[config.mk]
export PLATFORM = sky130hd
export DESIGN_NAME = fetch_unit_flat
export DESIGN_NICKNAME = d
export VERILOG_FILES = /design/src/rtl/fetch_unit_if.sv /design/src/rtl/fetch_unit.sv /design/src/flat_wrapper.sv
export SDC_FILE = /design/constraint.sdc
export NUM_CORES = 1
export LEC_CHECK = 0
export ABC_AREA = 1
export BUFFER_PORTS_ARGS = -buffer_cell sky130_fd_sc_hd__buf_2
export CAP_MARGIN = 30
export CORE_MARGIN = 3
export CORE_UTILIZATION = 53
export DETAILED_ROUTE_END_ITERATION = 8
export PLACE_DENSITY = 0.95
export SLEW_MARGIN = 30
export SYNTH_ARGS = -nofsm -noshare
export SYNTH_HDL_FRONTEND = slang
export SYNTH_SLANG_ARGS = --single-unit
[constraint.sdc]
create_clock -name clk -period 5.18 [get_ports clk]
set_input_delay 1.554 -clock clk [delete_from_list [all_inputs] [get_ports clk]]
set_output_delay 1.554 -clock clk [all_outputs]
set_load 0.01 [all_outputs]
[src/rtl/fetch_unit_if.sv]
// Instruction-memory request/response bus between the fetch unit and memory.
// Request handshake is mem_req/mem_ready; the response is a single mem_rvalid beat.
interface fetch_unit_if;
  logic        mem_req;
  logic [31:0] mem_addr;
  logic        mem_ready;
  logic        mem_rvalid;
  logic [31:0] mem_rdata;

  modport master (
    output mem_req,
    output mem_addr,
    input  mem_ready,
    input  mem_rvalid,
    input  mem_rdata
  );

  modport slave (
    input  mem_req,
    input  mem_addr,
    output mem_ready,
    output mem_rvalid,
    output mem_rdata
  );
endinterface

[src/rtl/fetch_unit.sv]
// Single-outstanding instruction fetch FSM feeding a core one instruction at a time.
// A fetch is REQ -> WAIT -> EXEC; misaligned PCs and response timeouts trap in a sticky FAULT.
module fetch_unit #(
  parameter int unsigned TIMEOUT = 16,
  parameter logic [31:0] NOP     = 32'h0000_0013
) (
  input  logic         clk,
  input  logic         rst,
  input  logic         run,
  input  logic [31:0]  pc,
  output logic         en,
  output logic [31:0]  instruction,
  output logic         fault,
  output logic [31:0]  retired,
  fetch_unit_if.master mem
);

  typedef enum logic [2:0] {StIdle, StReq, StWait, StExec, StFault} state_e;

  localparam logic [7:0] WaitLast = 8'(TIMEOUT - 1);

  state_e      state_q;
  logic [31:0] instr_q;
  logic [7:0]  wait_cnt_q;
  logic [31:0] retired_q;
  logic        en_q;
  logic        fault_q;
  logic        misaligned;

  assign misaligned = (pc[1:0] != 2'b00);

  always_ff @(posedge clk or negedge rst) begin
    if (!rst) begin
      state_q    <= StIdle;
      instr_q    <= '0;
      wait_cnt_q <= '0;
      retired_q  <= '0;
      en_q       <= 1'b0;
      fault_q    <= 1'b0;
    end else begin
      en_q <= 1'b0;
      unique case (state_q)
        StIdle: begin
          if (run) state_q <= StReq;
        end
        StReq: begin
          wait_cnt_q <= '0;
          if (misaligned) begin
            state_q <= StFault;
            fault_q <= 1'b1;
          end else if (mem.mem_ready) begin
            state_q <= StWait;
          end
        end
        StWait: begin
          // A response in the final allowed cycle still wins over the timeout.
          if (mem.mem_rvalid) begin
            instr_q    <= mem.mem_rdata;
            wait_cnt_q <= '0;
            state_q    <= StExec;
            en_q       <= 1'b1;
          end else if (wait_cnt_q == WaitLast) begin
            state_q <= StFault;
            fault_q <= 1'b1;
          end else begin
            wait_cnt_q <= wait_cnt_q + 8'd1;
          end
        end
        StExec: begin
          retired_q <= retired_q + 32'd1;
          state_q   <= run ? StReq : StIdle;
        end
        StFault: begin
          state_q <= StFault;
        end
        default: begin
          state_q <= StIdle;
        end
      endcase
    end
  end

  // The bus is decoded from state because pc advances on the same edge that leaves EXEC.
  assign mem.mem_req  = (state_q == StReq) && !misaligned;
  assign mem.mem_addr = mem.mem_req ? pc : 32'h0;

  assign en          = en_q;
  assign instruction = en_q ? instr_q : NOP;
  assign fault       = fault_q;
  assign retired     = retired_q;

endmodule

[src/flat_wrapper.sv]
// flat-port wrapper written by rule: the top's interface ports become plain ports
module fetch_unit_flat 
#(
  parameter int unsigned TIMEOUT = 16,
  parameter logic [31:0] NOP     = 32'h0000_0013
)
  (clk, rst, run, pc, en, instruction, fault, retired, mem_mem_req, mem_mem_addr, mem_mem_ready, mem_mem_rvalid, mem_mem_rdata);
  fetch_unit_if mem_i ();
  input  logic clk;
  input  logic rst;
  input  logic run;
  input  logic [31:0] pc;
  output logic en;
  output logic [31:0] instruction;
  output logic fault;
  output logic [31:0] retired;
  output wire logic [$bits(mem_i.mem_req)-1:0] mem_mem_req;
  output wire logic [$bits(mem_i.mem_addr)-1:0] mem_mem_addr;
  input wire logic [$bits(mem_i.mem_ready)-1:0] mem_mem_ready;
  input wire logic [$bits(mem_i.mem_rvalid)-1:0] mem_mem_rvalid;
  input wire logic [$bits(mem_i.mem_rdata)-1:0] mem_mem_rdata;
  assign mem_mem_req = mem_i.mem_req;
  assign mem_mem_addr = mem_i.mem_addr;
  assign mem_i.mem_ready = mem_mem_ready;
  assign mem_i.mem_rvalid = mem_mem_rvalid;
  assign mem_i.mem_rdata = mem_mem_rdata;
  fetch_unit #(.TIMEOUT(TIMEOUT), .NOP(NOP)) u_core (.clk(clk), .rst(rst), .run(run), .pc(pc), .en(en), .instruction(instruction), .fault(fault), .retired(retired), .mem(mem_i));
endmodule
==> results of run 1 <==
[area by class of cell]
cell class                      instances  area share, %
Clock buffer                            9          2.349
Multi-Input combinational cell        377          33.15
Sequential cell                        77          36.57
Clock inverter                          7          1.566
Antenna cell                            1        0.04746
Tap cell                               99          2.349
Inverter                              113          8.045
Timing Repair Buffer                  166          15.92
[synthesized netlist by cell type, types with 2 or more instances]
master    number
buf_2          3
buf_4          2
clkbuf_1       9
dfrtp_1       77
ha_1           2
inv_1        112
nand2_1      213
nand3_1       26
nand3_4        2
nand3b_1       2
nand4_1       15
nor2_1        63
nor2_4         3
nor3_1         5
o21ai_0       10
or2_2          2
xnor2_1        9
xor2_1        12
[how the worst max path moves through the flow]
stage	cells after the start	to	from	slack [ns]
after floorplan	5	mem_mem_addr[10]	pc[0]	1.05
after global placement	6	mem_mem_addr[15]	pc[0]	0.65
after detailed placement	6	mem_mem_addr[28]	pc[0]	0.56
after CTS	6	mem_mem_addr[28]	pc[0]	0.55
after global routing	6	mem_mem_addr[28]	pc[0]	0.39
final	6	mem_mem_addr[28]	pc[0]	0.50
[sequential cells by signal (all words and copies together) (netlist names)]
signal,cells
u_core.instr_q,32
u_core.fault,1
u_core.wait_cnt_q,8
u_core.en,1
u_core.retired,32
u_core.state_q,3
[power by group through the flow]
| stage | Combinational [mW] | Sequential (mW) | Clock, mW |
|---|---|---|---|
| 3_5_place_dp | 0.362 | 0.837 | 0 |
| 5_1_grt | 0.415 | 0.846 | 0.505 |
| 2_1_floorplan | 0.240 | 0.815 | 0 |
| 3_3_place_gp | 0.341 | 0.828 | 0 |
| 4_1_cts | 0.363 | 0.828 | 0.476 |
| 6_report | 0.362 | 0.828 | 0.472 |
[layer usage]
layer,vias to the layer above,share of wire (%)
li1,2043,-
met1,1853,39
met2,182,51
met3,24,6.7
met4,0,2.6
met5,-,0
[cell usage in the layout, fill, tap and decap left out, types with 3 or more instances in the layout]
cell type  instances
dfrtp_1           76
inv_1            112
o21ai_0           10
clkbuf_8           9
nor2_4             3
nor2_1            63
xor2_1            12
nor3_1             5
nand3_1           26
xnor2_1            9
nand4_1           15
nand2_1          213
buf_2            164
[logic make-up (layout without fill, tap and decap cells)]
kind of cell,Yosys count,in the layout,synth area share (%)
simple gates,337,337,34.68
flops,77,77,46.20
mux,1,1,0.2700
fa+ha+maj,2,2,0.6000
other cells,1,3,0.08992
xor+xnor,21,21,4.411
buf+inv,128,295,11.97
compound gates,14,14,1.770
[metrics by stage]
step / setup slack [ns] / std cells / instance area (sq um) / hold WS, ns / utilization, %
after floorplan: 1.048 / 582 / 4174 / 0.4492 / -
after global placement: 0.6502 / 832 / 5059 / 0.4512 / 67.93
after detailed placement: 0.5584 / 832 / 5059 / 0.4631 / 67.93
after CTS: 0.5498 / 848 / 5265 / 0.4863 / 70.70
after global routing: 0.3895 / 849 / 5273 / 0.5072 / 70.80
final: 0.5026 / 849 / 5273 / 0.4832 / 70.80
==> impl_metrics.yaml, run 1 <==
synthesis:
  yosysUniqueCellTypes: 32
  synth_top_area_cell: "dfrtp_1"
  ys.warnings.count: 0
  yosysTopAreaCellShare_pct: 46.20
  async_flop_share_pct: 100.0
  synth_edf_count: 0
  yosysSeqAreaShare_pct: 46.20
  synth.area.top_cells: "dfrtp_1 46%, nand2_1 19%, inv_1 10%"
  synth_flop_cell: "dfrtp_1"
  netlist_area_sq_um: 4170
  syn_inst: 581
  syn_area_per_cell_sq_um: 7.178
  synth_seq_cells: 77
die:
  die_w_um: 94.71
  core_area_sq_um: 7447
  start_util_pct: 56.00
  ioPinCount: 168
  rows: 31
  fp.dieH_um: 94.71
  die_area_sq_um: 8969
worst_hold_path:
  min_path_cells: 1
  hold_path_class: "reg -> reg"
  hp-start: "u_core.fault"
  hold-path-endpoint: "u_core.fault"
timing:
  period_needed_ns: 4.677
  slew_headroom_pct: 46.18
  tightestPinTransition_ns: 0.8064
  setup_viol: 0
  max_freq_ghz: 0.2138
  fin_tns_setup_ns: 0
  slew_violations: 0
  skew_ns: 0.01648
  rsz0062_at_grt: "false"
  fin_crit_sh_pct: 90.30
  final_hold_viol_count: 0
worst_setup_path:
  critical-path-top-delay-family: "simple AND/OR/NAND/NOR gates"
  r2r-end: "u_core.state_q[2]"
  crit_buf_inv: 3
  cp-end-kind: "output pin"
  cp_slowest_cell: "inv_1"
  crit_arrival_ns: 3.12
  cp-start-kind: "input pin"
  crit_chain: "buf_2, or2_2, nor2_1, inv_1, nor2_1, buf_2"
  critPathKind: "in -> out"
  rr_worst_depth: 8
  critPathMaxStageDelay_ns: 0.44
  r2r_slack_ns: 3.05
  timing.critical_path.fanout_max: 31
  cp.required_ns: 3.63
  timing.rr.start: "u_core.state_q[2]"
power_and_ir_drop:
  pwr-share-seq_pct: 49.9
  leakagePower_nw: 3.379
  netSwitchingFraction_pct: 33.69
  internal_power_mw: 1.102
  p_total_mw: 1.662
  clockPowerShare_pct: 28.4
  p_comb_share_pct: 21.8
  p_switching_mw: 0.5599
  irDropWorstVdd_uv: 147.9
  p_per_area_nw_per_um2: 315.2
global_route:
  top_usage_layer: "met2"
  grt_util_met2_pct: 44.33
  grt_pass1_vias: 4050
  grt_antenna_before_repair: 1
  gr-usage-met1_pct: 29.42
  groute.usage.overall_pct: 25.15
  grt_pass1_wl_um: 17860
  grt_max_degree: 78
  met3_usage_pct: 4.861
  grt_overflow: 0
routing:
  dr.first_iter.drc_count: 202
  drtAntennaViolNets: 0
  routed_wirelength_um: 10960
  drc: 0
  wire_per_inst_um: 12.91
  first_pass_iters: 5
  num_vias: 4102
  routed_via_density: 4.832
clock_tree:
  post_cts_resized: 0
  cts_made_buffers: 9
  ctsHoldBuffers: 0
  cts_setup_buffers: 0
  cts_buffer_depth: 2
  root_buffer: "clkbuf_8"
  htree_levels: 3
  cts_tree: "done"
  cts.sinks: 77
  clk_latency_ns: 0.35
  clk_transition_reported_paths_ns: 0.09
final_layout:
  seq_area_sq_um: 1928
  drive_gt1_share_pct: 26.30
  multiInputGateArea_sq_um: 1748
  layout.nets: 815
  fillCellCount: 583
  area_growth_pct: 26.43
placed_design:
  port_buffers: 165
  place_congestion: 0.9161
  dp_hpwl_um: 8274
run_status:
  status: "complete, no violations"
run:
  maxCapViolations: 0
No activity file was read; power rests on OpenSTA's default activity.
==> inputs of run 2 (changes only) <==
--- a/config.mk
+++ b/config.mk
@@ -6,6 +6,7 @@
 export NUM_CORES = 1
 export LEC_CHECK = 0
 export ABC_AREA = 1
+export ABC_CLOCK_PERIOD_IN_PS = 5180
 export BUFFER_PORTS_ARGS = -buffer_cell sky130_fd_sc_hd__buf_2
 export CAP_MARGIN = 30
 export CORE_MARGIN = 3
==> constraint.sdc (replaced) <==
create_clock -name clk -period 5.18 [get_ports clk]
set_input_delay 1.036 -clock clk [delete_from_list [all_inputs] [get_ports clk]]
set_output_delay 1.036 -clock clk [all_outputs]
set_load 0.01 [all_outputs]
==> run 2 against run 1 <==
Net effect:
- clock power grew 7.6%
- die area is the same
- cell area up 0.52%
- combinational power hardly changed
- sequential share of layout area shrank 0.19 points
- utilization is 0.37 points higher
- setup slack improved by 1.2 ns
- critical path depth increased by 1
- sequential power is essentially flat
- non-clock buffer count grew 1
- largest power group unchanged
- power is 2.3% higher
- register-to-register slack improved by 0.06 ns
==> impl_metrics.yaml, run 2 (synthesis gave the netlist of run 1 again) <==
timing:
  fin_crit_sh_pct: 66.19
  setup_viol: 0
  skew_ns: 0.01271
  tightestPinTransition_ns: 0.6809
  period_needed_ns: 3.428
  max_freq_ghz: 0.2917
  rsz0062_at_grt: "false"
  slew_headroom_pct: 54.60
  fin_tns_setup_ns: 0
  final_hold_viol_count: 0
  slew_violations: 0
die:
  start_util_pct: 56.00
  ioPinCount: 168
  die_w_um: 94.71
  die_area_sq_um: 8969
  core_area_sq_um: 7447
  rows: 31
  fp.dieH_um: 94.71
clock_tree:
  clk_transition_reported_paths_ns: 0.08
  post_cts_resized: 0
  cts_tree: "done"
  cts_made_buffers: 9
  clk_latency_ns: 0.35
  cts_setup_buffers: 0
  cts_buffer_depth: 2
  htree_levels: 3
  cts.sinks: 77
  root_buffer: "clkbuf_8"
  ctsHoldBuffers: 0
power_and_ir_drop:
  p_per_area_nw_per_um2: 320.7
  pwr-share-seq_pct: 48.8
  p_comb_share_pct: 21.3
  p_switching_mw: 0.5511
  internal_power_mw: 1.149
  leakagePower_nw: 3.397
  irDropWorstVdd_uv: 143.8
  clockPowerShare_pct: 29.9
  netSwitchingFraction_pct: 32.42
  p_total_mw: 1.700
final_layout:
  area_growth_pct: 27.09
  fillCellCount: 580
  layout_common_cells: "213 x nand2_1, 164 x buf_2, 112 x inv_1"
  final_core_util_pct: 71.17
  drive_gt1_share_pct: 26.40
  layout.nets: 816
  mostFrequentLayoutCell: "nand2_1"
placed_design:
  port_buffers: 165
  dp_hpwl_um: 8206
  place_congestion: 0.9198
routing:
  routed_wirelength_um: 11060
  wire_per_inst_um: 13.01
  routed_via_density: 4.918
  drtAntennaViolNets: 0
  dr.first_iter.drc_count: 269
  num_vias: 4180
  drc: 0
  first_pass_iters: 5
global_route:
  grt_max_degree: 78
  grt_pass1_vias: 4168
  grt_pass1_wl_um: 18100
  grt_overflow: 0
  grt_antenna_before_repair: 1
  groute.usage.overall_pct: 25.25
worst_hold_path:
  hold_path_class: "reg -> reg"
worst_setup_path:
  critPathKind: "in -> out"
  crit_arrival_ns: 2.39
  crit_chain: "buf_2, or2_2, nor2_1, inv_1, buf_6, nor2_1, buf_2"
  cp-start-kind: "input pin"
  cp-end-kind: "output pin"
  cp_slowest_cell: "inv_1"
  critPathMaxStageDelay_ns: 0.30
  timing.critical_path.fanout_max: 17
  cp.required_ns: 4.14
run:
  maxCapViolations: 0
run_status:
  status: "complete, no violations"
==> run 2: layout make-up <==
cell class                 count  area [sq um]  area share (%)
sequential                    77          1928           36.38
multi-input combinational    377          1748           32.98
timing repair buffer         167         850.8           16.05
inverter                     113         424.2           8.003
clock buffer                   9         123.9           2.337
tap                           99         123.9           2.337
clock inverter                 7         98.84           1.865
antenna                        1         2.502         0.04721
==> run 2: through the flow <==
| stage | setup slack (ns) | hold slack, ns | std cells | area [sq um] |
|---|---|---|---|---|
| after global routing | 1.614 | 0.4945 | 850 | 5300 |
| after detailed placement | 1.730 | 0.4514 | 832 | 5059 |
| after global placement | 1.849 | 0.4440 | 832 | 5059 |
| after CTS | 1.723 | 0.4697 | 848 | 5281 |
| after floorplan | 2.084 | 0.4492 | 582 | 4174 |
| final | 1.752 | 0.4692 | 850 | 5300 |
==> run 2: final timing paths <==
| kind | depth (start not counted) | endpoint | slack (ns) | startpoint |
|---|---|---|---|---|
| min in group asynchronous | 1 | u_core.retired[12] | 0.69 | rst |
| min reg2reg | 1 | u_core.fault | 0.47 | u_core.fault |
| max in group asynchronous | 1 | u_core.en | 3.97 | rst |
| max | 7 | mem_mem_addr[3] | 1.75 | pc[0] |
| min | 1 | u_core.fault | 0.47 | u_core.fault |
| max reg2reg | 6 | u_core.instr_q[4] | 3.11 | u_core.state_q[0] |
==> run 2: routing by layer <==
layer | global-route usage (%) | wire, um | vias to the layer above | share of wire [%]
li1 | - | - | 2041 | -
met2 | 45.10 | 5673 | 173 | 51
met4 | 10.46 | 327 | 0 | 3.0
met1 | 30.23 | 4434 | 1939 | 40
met3 | 3.825 | 620 | 27 | 5.6
met5 | 0 | 0 | - | 0
==> run 2: power by group through the flow <==
stage / Combinational, mW / Sequential (mW) / Clock, mW
final: 0.363 / 0.829 / 0.508
after global routing: 0.419 / 0.849 / 0.541
after CTS: 0.365 / 0.829 / 0.516
after detailed placement: 0.363 / 0.837 / 0
after global placement: 0.339 / 0.828 / 0
after floorplan: 0.240 / 0.815 / 0
==> run 2: critical path: cells and delay by family <==
kind | cells | cell delay (ns)
buffers and inverters | 4 | 0.79
and+or+nand+nor | 3 | 0.57
==> inputs of run 3 (changes only) <==
--- a/config.mk
+++ b/config.mk
@@ -5,14 +5,14 @@
 export SDC_FILE = /design/constraint.sdc
 export NUM_CORES = 1
 export LEC_CHECK = 0
-export ABC_AREA = 1
-export ABC_CLOCK_PERIOD_IN_PS = 5180
+export ABC_AREA = 0
+export ABC_CLOCK_PERIOD_IN_PS = 3600
 export BUFFER_PORTS_ARGS = -buffer_cell sky130_fd_sc_hd__buf_2
 export CAP_MARGIN = 30
 export CORE_MARGIN = 3
-export CORE_UTILIZATION = 53
+export CORE_UTILIZATION = 47
 export DETAILED_ROUTE_END_ITERATION = 8
-export PLACE_DENSITY = 0.95
+export PLACE_DENSITY = 0.89
 export SLEW_MARGIN = 30
 export SYNTH_ARGS = -nofsm -noshare
 export SYNTH_HDL_FRONTEND = slang
==> constraint.sdc (replaced) <==
create_clock -name clk -period 3.6 [get_ports clk]
set_input_delay 0.72 -clock clk [delete_from_list [all_inputs] [get_ports clk]]
set_output_delay 0.72 -clock clk [all_outputs]
set_load 0.01 [all_outputs]
==> run 3 against run 2 <==
Net effect:
- cell area fell by 7.3%
- synthesized cell count fell by 41%
- count of clock-buffer cells in the layout rose by 1
- non-clock buffer count rose by 2
- largest cell class unchanged
- largest power group unchanged
- highest routed layer unchanged
==> impl_metrics.yaml, run 3 <==
timing:
  tightestPinTransition_ns: 0.8443
  skew_ns: 0.01206
  rsz0062_at_grt: "false"
  setup_viol: 0
  fin_crit_sh_pct: 69.05
  period_needed_ns: 2.486
  max_freq_ghz: 0.4023
  slew_violations: 0
  fin_tns_setup_ns: 0
  final_hold_viol_count: 0
  slew_headroom_pct: 43.41
global_route:
  grt_pass1_wl_um: 14010
  grt_max_degree: 78
  groute.usage.overall_pct: 19.45
  grt_overflow: 0
  grt_pass1_vias: 3163
  grt_antenna_before_repair: 1
die:
  die_w_um: 95.83
  start_util_pct: 48.82
  ioPinCount: 168
  core_area_sq_um: 7767
  fp.dieH_um: 95.83
  die_area_sq_um: 9182
  rows: 32
worst_setup_path:
  cp_slowest_cell: "dfrtp_1"
  crit_buf_inv: 2
  cp-start-kind: "flop"
  crit_arrival_ns: 1.77
  cp-end-kind: "output pin"
  cp.required_ns: 2.88
  critPathKind: "reg -> out"
  timing.critical_path.fanout_max: 20
  critical-path-top-delay-family: "flip-flops"
  critPathMaxStageDelay_ns: 0.53
  crit_chain: "nor4_2, buf_4, and2_2, buf_2"
synthesis:
  syn_area_per_cell_sq_um: 11.12
  async_flop_share_pct: 100.0
  synth_top_area_cell: "dfrtp_1"
  syn_inst: 341
  yosysUniqueCellTypes: 44
  synth_flop_cell: "dfrtp_1"
  ys.warnings.count: 0
  synthAdderAreaFrac_pct: 0.6598
  synth_compound_area_share_pct: 3.134
  synth.area.top_cells: "dfrtp_1 51%, mux2_2 9.5%, xnor2_1 6.7%"
  synth-xor-area-share_pct: 8.314
  yosysTopAreaCellShare_pct: 50.81
  synth_edf_count: 0
  synthMuxAreaShare_pct: 9.799
  synth_top_family_by_area: "simple AND/OR/NAND/NOR gates"
  ys_top_cells_by_count: "77 x dfrtp_1, 38 x and3_1, 32 x mux2_2, 30 x and2_1, 29 x xnor2_1"
  synth_seq_cells: 77
  yosysSeqAreaShare_pct: 50.81
  netlist_area_sq_um: 3792
  synth_simple_gate_area_share_pct: 23.99
  synth_most_common_cell: "dfrtp_1"
final_layout:
  layout_common_cells: "164 x buf_2, 76 x dfrtp_1, 38 x and3_1"
  fillCellCount: 618
  stdcell_count: 609
  final_area_sq_um: 4911
  layout.nets: 572
  drive_gt1_share_pct: 44.86
  mostFrequentLayoutCell: "buf_2"
  final_core_util_pct: 63.22
  area_growth_pct: 29.50
routing:
  num_vias: 3177
  routed_via_density: 5.217
  drtAntennaViolNets: 0
  wire_per_inst_um: 14.86
  routed_wirelength_um: 9047
  dr.first_iter.drc_count: 82
  first_pass_iters: 4
  drc: 0
clock_tree:
  htree_levels: 3
  cts_setup_buffers: 0
  post_cts_resized: 0
  cts_tree: "done"
  root_buffer: "clkbuf_8"
  clk_transition_reported_paths_ns: 0.08
  cts_made_buffers: 9
  cts.sinks: 77
  cts_buffer_depth: 2
  ctsHoldBuffers: 0
  clk_latency_ns: 0.34
placed_design:
  port_buffers: 165
  place_congestion: 0.7905
  dpl_cell_area_sq_um: 4682
  dp_hpwl_um: 6869
  dp.cells: 592
run:
  maxCapViolations: 0
power_and_ir_drop:
  p_total_mw: 2.424
  p_per_area_nw_per_um2: 493.6
  irDropWorstVdd_uv: 317.1
  leakagePower_nw: 2.687
run_status:
  status: "complete, no violations"
worst_hold_path:
  hold_path_class: "in -> async"
-- run 3: cell count changes after synthesis, sizes merged, moves of 9 or more --
cell	previous run	this run
and2	2	31
nand3	28	17
and3	0	38
inv	113	4
nand2	214	13
nor2	66	14
mux2	1	33
xnor2	9	29
o21ai	11	2
-- run 3: power breakdown --
group	internal [mW]	switching [mW]
sequential	1.07	0.170
clock	0.397	0.315
combinational	0.271	0.196
total	1.74	0.682
-- run 3: per-layer routing --
metal  track usage, %  vias to the layer above  wire, um
li1                 -                     1511         -
met1            22.46                     1501      3591
met2            33.87                      152      4492
met3            5.082                       13       778
met4            8.531                        0       184
met5                0                        -         0
-- run 3: worst paths after layout --
check | from | to | slack (ns) | cells after the start
setup reg to reg | u_core.state_q[0] | u_core.retired[30] | 1.35 | 4
max in group asynchronous | rst | u_core.state_q[0] | 2.71 | 1
setup / recovery | u_core.state_q[1] | mem_mem_req | 1.11 | 4
hold reg to reg | u_core.instr_q[20] | u_core.instr_q[20] | 0.49 | 1
hold / removal | rst | u_core.instr_q[18] | 0.38 | 1
min in group clk | u_core.instr_q[20] | u_core.instr_q[20] | 0.49 | 1
-- run 3: final cells by class --
| type | instances | area [sq um] | area share [%] |
|---|---|---|---|
| clock inverter | 6 | 93.84 | 1.911 |
| antenna | 1 | 2.502 | 0.05096 |
| inverter | 4 | 15.01 | 0.3057 |
| timing repair buffer | 169 | 862.1 | 17.55 |
| clock buffer | 10 | 127.6 | 2.599 |
| sequential | 77 | 1928 | 39.26 |
| multi-input combinational | 240 | 1754 | 35.72 |
| tap | 102 | 127.6 | 2.599 |
-- run 3: logic make-up after synthesis --
logic type | Yosys count
compound gates | 17
buf+inv | 25
xor+xnor | 36
other cells | 1
fa+ha+maj | 2
mux | 33
flops | 77
simple gates | 150
-- run 3: worst register-to-register path, cell delays in order (launching register included) --
cell and delay, ns:
dfrtp_2 0.71, nand4b_1 0.27, nor3_2 0.74, nand3_1 0.24, xnor2_1 0.19
-- run 3: metrics by stage --
stage	hold slack (ns)	worst slack, ns
after floorplan	0.4244	1.219
after global placement	0.4597	1.204
after detailed placement	0.4756	1.037
after CTS	0.4938	1.007
after global routing	0.4336	0.9784
final	0.3810	1.114
